$ cat src/rtl/cpu_pkg.sv
// cpu_pkg: shared defaults and types for the register file slice.
//   DATA_W_DEF   - default register width
//   NUM_REGS_DEF - default register count
//   IMM_W_DEF    - default immediate field width
//   imm_mode_e   - immediate write mode (replace low bits / shift in)
package cpu_pkg;

    localparam int unsigned DATA_W_DEF   = 8;
    localparam int unsigned NUM_REGS_DEF = 4;
    localparam int unsigned IMM_W_DEF    = 4;

    typedef enum logic {
        IMM_LOW   = 1'b0,
        IMM_SHIFT = 1'b1
    } imm_mode_e;

endpackage

$ cat src/rtl/reg_scoreboard.sv
// reg_scoreboard: pending-load scoreboard with stall detection and a
// saturating stall-cycle counter.
//   clk, rst_n            - clock, asynchronous active-low reset
//   pend_set, pend_reg    - mark a register pending (load issued)
//   pend_clr, pend_clr_reg- clear a pending register (load returned)
//   src_a, src_b          - source register addresses being read
//   stall                 - a source is pending and not returning this cycle
//   pending               - scoreboard bit vector
//   stall_cnt             - saturating count of stall cycles
module reg_scoreboard #(
    parameter int NUM_REGS = 4,
    parameter bit ZERO_R0  = 1'b0,
    localparam int AW      = $clog2(NUM_REGS)
) (
    input  logic                clk,
    input  logic                rst_n,
    input  logic                pend_set,
    input  logic [AW-1:0]       pend_reg,
    input  logic                pend_clr,
    input  logic [AW-1:0]       pend_clr_reg,
    input  logic [AW-1:0]       src_a,
    input  logic [AW-1:0]       src_b,
    output logic                stall,
    output logic [NUM_REGS-1:0] pending,
    output logic [15:0]         stall_cnt
);

    logic [NUM_REGS-1:0] pending_q, pending_d;
    logic [15:0]         stall_cnt_q, stall_cnt_d;
    logic                blocked_a, blocked_b;

    always_comb begin
        // Clear first so a same-register set on the same edge wins.
        pending_d = pending_q;
        if (pend_clr) begin
            pending_d[pend_clr_reg] = 1'b0;
        end
        if (pend_set && !(ZERO_R0 && pend_reg == '0)) begin
            pending_d[pend_reg] = 1'b1;
        end

        // A register returning this cycle is forwarded, so it never blocks.
        blocked_a = pending_q[src_a] && !(pend_clr && pend_clr_reg == src_a);
        blocked_b = pending_q[src_b] && !(pend_clr && pend_clr_reg == src_b);
        if (ZERO_R0 && src_a == '0) begin
            blocked_a = 1'b0;
        end
        if (ZERO_R0 && src_b == '0) begin
            blocked_b = 1'b0;
        end

        stall = rst_n && (blocked_a || blocked_b);

        stall_cnt_d = stall_cnt_q;
        if (stall && stall_cnt_q != '1) begin
            stall_cnt_d = stall_cnt_q + 16'd1;
        end
    end

    always_ff @(posedge clk or negedge rst_n) begin
        if (!rst_n) begin
            pending_q   <= '0;
            stall_cnt_q <= '0;
        end else begin
            pending_q   <= pending_d;
            stall_cnt_q <= stall_cnt_d;
        end
    end

    assign pending   = pending_q;
    assign stall_cnt = stall_cnt_q;

endmodule

$ cat src/rtl/reg_file_sb.sv
// reg_file_sb: two-read, one-write register file with immediate-merge
// writes, optional write-to-read bypass, optional hardwired-zero r0 and a
// pending-load scoreboard.
//   CLK, Reset_n           - clock, asynchronous active-low reset
//   srcA, srcB             - read addresses
//   WriteReg, RegWriteCtrl - write address and enable
//   LoadImm, ImmMode       - immediate write select and mode
//   WriteData              - write data / immediate in the low IMM_W bits
//   PendSet, PendReg       - mark a register pending
//   PendClr, PendClrReg    - clear a pending register
//   ReadA, ReadB           - read data
//   Stall, Pending, StallCnt - scoreboard status
module reg_file_sb
    import cpu_pkg::*;
#(
    parameter int DATA_W   = DATA_W_DEF,
    parameter int NUM_REGS = NUM_REGS_DEF,
    parameter int IMM_W    = IMM_W_DEF,
    parameter bit ZERO_R0  = 1'b0,
    parameter bit BYPASS   = 1'b1,
    localparam int AW      = $clog2(NUM_REGS)
) (
    input  logic                CLK,
    input  logic                Reset_n,
    input  logic [AW-1:0]       srcA,
    input  logic [AW-1:0]       srcB,
    input  logic [AW-1:0]       WriteReg,
    input  logic                RegWriteCtrl,
    input  logic                LoadImm,
    input  logic                ImmMode,
    input  logic [DATA_W-1:0]   WriteData,
    input  logic                PendSet,
    input  logic [AW-1:0]       PendReg,
    input  logic                PendClr,
    input  logic [AW-1:0]       PendClrReg,
    output logic [DATA_W-1:0]   ReadA,
    output logic [DATA_W-1:0]   ReadB,
    output logic                Stall,
    output logic [NUM_REGS-1:0] Pending,
    output logic [15:0]         StallCnt
);

    logic [DATA_W-1:0] regs_q [NUM_REGS];
    logic [DATA_W-1:0] regs_d [NUM_REGS];
    logic [DATA_W-1:0] wr_old, wr_val;
    logic [IMM_W-1:0]  imm;
    imm_mode_e         imm_mode;
    logic              wr_en;
    logic [AW-1:0]     src [2];
    logic [DATA_W-1:0] rd  [2];

    // Write path: merge the immediate into the current register contents.
    always_comb begin
        imm_mode = imm_mode_e'(ImmMode);
        imm      = WriteData[IMM_W-1:0];
        wr_old   = regs_q[WriteReg];
        wr_val   = WriteData;
        if (LoadImm) begin
            if (imm_mode == IMM_SHIFT) begin
                wr_val = {wr_old[DATA_W-IMM_W-1:0], imm};
            end else begin
                wr_val = {wr_old[DATA_W-1:IMM_W], imm};
            end
        end

        wr_en = RegWriteCtrl && !(ZERO_R0 && WriteReg == '0);

        for (int unsigned i = 0; i < NUM_REGS; i++) begin
            regs_d[i] = regs_q[i];
        end
        if (wr_en) begin
            regs_d[WriteReg] = wr_val;
        end
    end

    always_ff @(posedge CLK or negedge Reset_n) begin
        if (!Reset_n) begin
            for (int unsigned i = 0; i < NUM_REGS; i++) begin
                regs_q[i] <= '0;
            end
        end else begin
            for (int unsigned i = 0; i < NUM_REGS; i++) begin
                regs_q[i] <= regs_d[i];
            end
        end
    end

    // Read path: an active write takes priority over a returning load's
    // forwarded data; r0 and reset force zero last.
    always_comb begin
        src[0] = srcA;
        src[1] = srcB;
        for (int unsigned p = 0; p < 2; p++) begin
            rd[p] = regs_q[src[p]];
            if (BYPASS) begin
                if (wr_en && WriteReg == src[p]) begin
                    rd[p] = wr_val;
                end else if (PendClr && PendClrReg == src[p]) begin
                    rd[p] = WriteData;
                end
            end
            if (!Reset_n || (ZERO_R0 && src[p] == '0)) begin
                rd[p] = '0;
            end
        end
    end

    assign ReadA = rd[0];
    assign ReadB = rd[1];

    reg_scoreboard #(
        .NUM_REGS (NUM_REGS),
        .ZERO_R0  (ZERO_R0)
    ) u_scoreboard (
        .clk          (CLK),
        .rst_n        (Reset_n),
        .pend_set     (PendSet),
        .pend_reg     (PendReg),
        .pend_clr     (PendClr),
        .pend_clr_reg (PendClrReg),
        .src_a        (srcA),
        .src_b        (srcB),
        .stall        (Stall),
        .pending      (Pending),
        .stall_cnt    (StallCnt)
    );

endmodule
$ cat config.mk
export PLATFORM = sky130hd
export DESIGN_NAME = reg_file_sb
export DESIGN_NICKNAME = d
export VERILOG_FILES = /design/src/rtl/cpu_pkg.sv /design/src/rtl/reg_scoreboard.sv /design/src/rtl/reg_file_sb.sv
export SDC_FILE = /design/constraint.sdc
export NUM_CORES = 1
export LEC_CHECK = 0
export CORE_MARGIN = 4
export CORE_UTILIZATION = 53
export CTS_CLUSTER_SIZE = 14
export DETAILED_ROUTE_END_ITERATION = 7
export PLACE_DENSITY = 0.9
export SYNTH_ARGS = -nofsm -noshare
export SYNTH_HDL_FRONTEND = slang
export SYNTH_SLANG_ARGS = --single-unit
$ cat constraint.sdc
create_clock -name CLK -period 2.8 [get_ports CLK]
set_clock_uncertainty 0.15 [all_clocks]
set_input_delay 0.42 -clock CLK [delete_from_list [all_inputs] [get_ports CLK]]
set_output_delay 0.42 -clock CLK [all_outputs]
set_load 0.01 [all_outputs]
==> flow_summary.ini <==
[run_status]
run_status = finished with violations
violations = setup timing

[global_routing]
grt_util_met3_pct = 4.98
grt_pass1_wl_um = 15800
grt_start_max_net_pins = 27
grtUsageMet2_pct = 42.3
grt_use_met1_pct = 33.2
grt_pass1_vias = 3127
overflow = 0
grt_util_all_layers_pct = 26.6
grt_antenna_before_repair = 0
busiest_layer = met2

[flow_run]
maxCapViolations = 0

[cts]
cts_htree_levels = 2
numCtsBuffers = 5
clk_latency_ns = 0.32
clkSlewWorstSetupHoldPaths_ns = 0.10
clock-sinks = 52
cts_root_buffer = clkbuf_8
clockBufferDepth = 2
cts_tree = yes

[place]
portBuffers = 61
gp_congestion = 0.887
dp.cells = 461
place_area_mm2 = 0.00443
hpwl_um = 6640

[synthesis]
synthArstFlopShare_pct = 100
synth_top_area_share_pct = 37.3
synth_edf_count = 0
yosysTopAreaCell = dfrtp_1
syn-cell-area_mm2 = 0.00349
ys_seq_area_share_pct = 37.3
ys_warn_count = 0
synth_cells = 306
yosys-top-cells-count = dfrtp_1, mux2i_1, nand2_1
ys_top_cells_by_area = dfrtp_1, mux2i_1, mux4_1, mux2_2, o21ai_0
syn_nets = 332
synth.most_common_cell = dfrtp_1
ys_ff_latch = 52
synthFlopType = dfrtp_1
synth_area_per_cell_um2 = 11.4
synth_cell_types = 41

[critical_path]
crit_chain = clkdlybuf4s50_1 -> nor2b_1 -> a31oi_2 -> buf_4 -> mux2i_1 -> and2_1 -> dlygate4sd2_1
timing.critical_path.from = LoadImm
end_kind = output pin
cp_num_buf_inv = 3
cp_slowest_cell = clkdlybuf4s50_1
path_class = input port to output pin
crit_path_max_fanout = 8
crit_family = buffers and inverters
r2r_cells = 6
timing.rr.start = u_scoreboard.stall_cnt[0]
cp.arrival_ns = 2.24
slowest_delay_ns = 0.76
cp-start-kind = input port
reg2reg_to = u_scoreboard.stall_cnt[1]
reg2reg_slack_ns = 0.56
cp.required_ns = 2.23

[timing]
tightest_slew_ns = 0.637
setup_viol = 1
timing.fmax_ghz = 0.356
rsz0062_at_grt = yes
fin_ws_ns = -0.00953
hold_viol = 0
fin_crit_ns = 2.81
period_share_pct = 100
slew_viol_final = 0
slew-limit-headroom_pct = 57.4
holdWs_ns = 0.341

[floorplan]
fp.dieH_um = 89.2
dieArea_mm2 = 0.00795
initial_core_util_pct = 54.7
rows = 29
io_pins = 62
fp.dieW_um = 89.2
core_mm2 = 0.00639

[finish]
drive_gt1_share_pct = 26.3
n_antenna_cell = 0
stdcell_count = 480
nets = 428
finish.instance_area_mm2 = 0.00470
fillCellCount = 383
area_growth_pct = 34.7

[pwr]
p_leak_nw = 2.21
power_density_mw_per_mm2 = 528
ir_drop_uv = 442

[detailed_routing]
vias = 3097
vias_per_cell = 6.45
dr.pass1.iters = 5
drcViolationCount = 0
postRouteAntennaNets = 0
wire_per_inst_um = 21.7
first_iter_violations = 446
routed_wirelength_um = 10400

[min_path]
hold_class = input port to asynchronous set/reset pin
-- kinds of logic (layout without fill, tap and decap cells) --
logic type	after synthesis	in the layout	synth area share, %
compound gates	39	39	6.92
fa+ha+maj	1	1	0.358
flops	52	52	37.3
mux	75	75	30.3
xor+xnor	21	21	5.27
simple gates	98	98	16.9
buf+inv	20	117	3.05
-- area by class of cell --
cell class / instances / area, µm² / area share [%]
Clock buffer: 6 / 82.6 / 1.76
Clock inverter: 2 / 15.0 / 0.319
Inverter: 3 / 11.3 / 0.239
Multi-Input combinational cell: 234 / 2150 / 45.7
Sequential cell: 52 / 1300 / 27.7
Tap cell: 77 / 96.3 / 2.05
Timing Repair Buffer: 106 / 1050 / 22.3
-- timing repair --
item                                    in CTS  in global routing
setup buffers                                6                  3
gates cloned                                 1                  0
pin swaps                                    4                  1
hold buffers                                 1                  0
endpoints found under the setup margin      17                 13
resized for setup                           37                 14
hold endpoints to repair                     2                  0
-- through the flow --
step	setup slack, ns	TNS [ns]	util, %	power [mW]
global route	-0.0562	-0.0736	73.6	2.60
floorplan	0.463	0	-	1.53
global placement	-0.335	-4.53	69.3	1.91
finish	-0.00953	-0.00953	73.6	2.48
detailed placement	-0.415	-5.49	69.3	1.96
CTS	-0.00568	-0.00568	72.9	2.43
-- routing by layer --
metal  up-vias  wire, µm
met5         -         0
met3        73       802
met1      1484      3900
li1       1332         -
met4         0       693
met2       208      5000
-- state kept, by name, summed over array words and instances, names as in the netlist --
| signal | count |
|---|---|
| u_scoreboard.pending | 4 |
| u_scoreboard.stall_cnt | 16 |
| regs_q | 32 |
-- worst max-delay path by stage --
stage | to | slack [ns] | depth (start not counted)
final | ReadB[5] | -0.01 | 7
after global routing | ReadB[0] | -0.06 | 9
after CTS | ReadB[1] | -0.006 | 10
after detailed placement | ReadB[7] | -0.42 | 7
after global placement | ReadA[7] | -0.33 | 8
after floorplan | ReadA[6] | 0.46 | 7
-- placed cells by master, fill, tap and decap left out, types with 3 or more instances in the layout --
cell type,instances
dfrtp_1,52
mux2i_1,37
clkdlybuf4s50_1,34
buf_4,33
nand2_1,24
o21ai_0,20
dlygate4sd2_1,19
mux2_2,18
mux4_1,13
nand3_1,12
nor2b_1,11
xor2_1,11
xnor2_1,8
and2_1,8
buf_12,7
a22oi_1,6
nor2_1,6
clkbuf_8,6
mux4_2,5
nor3_1,5
a31oi_2,4
nand2b_1,4
a21oi_1,4
and3_1,4
nor4_2,4
dlymetal6s2s_1,4
inv_1,3
buf_6,3
-- where the power goes --
part / internal [mW] / total [mW] / leakage [nW] / switching [mW]
clock network: 0.201 / 0.463 / 0.0434 / 0.263
logic: 0.531 / 0.961 / 1.52 / 0.430
registers: 0.890 / 1.06 / 0.645 / 0.169
No activity file was read; power rests on OpenSTA's default activity.
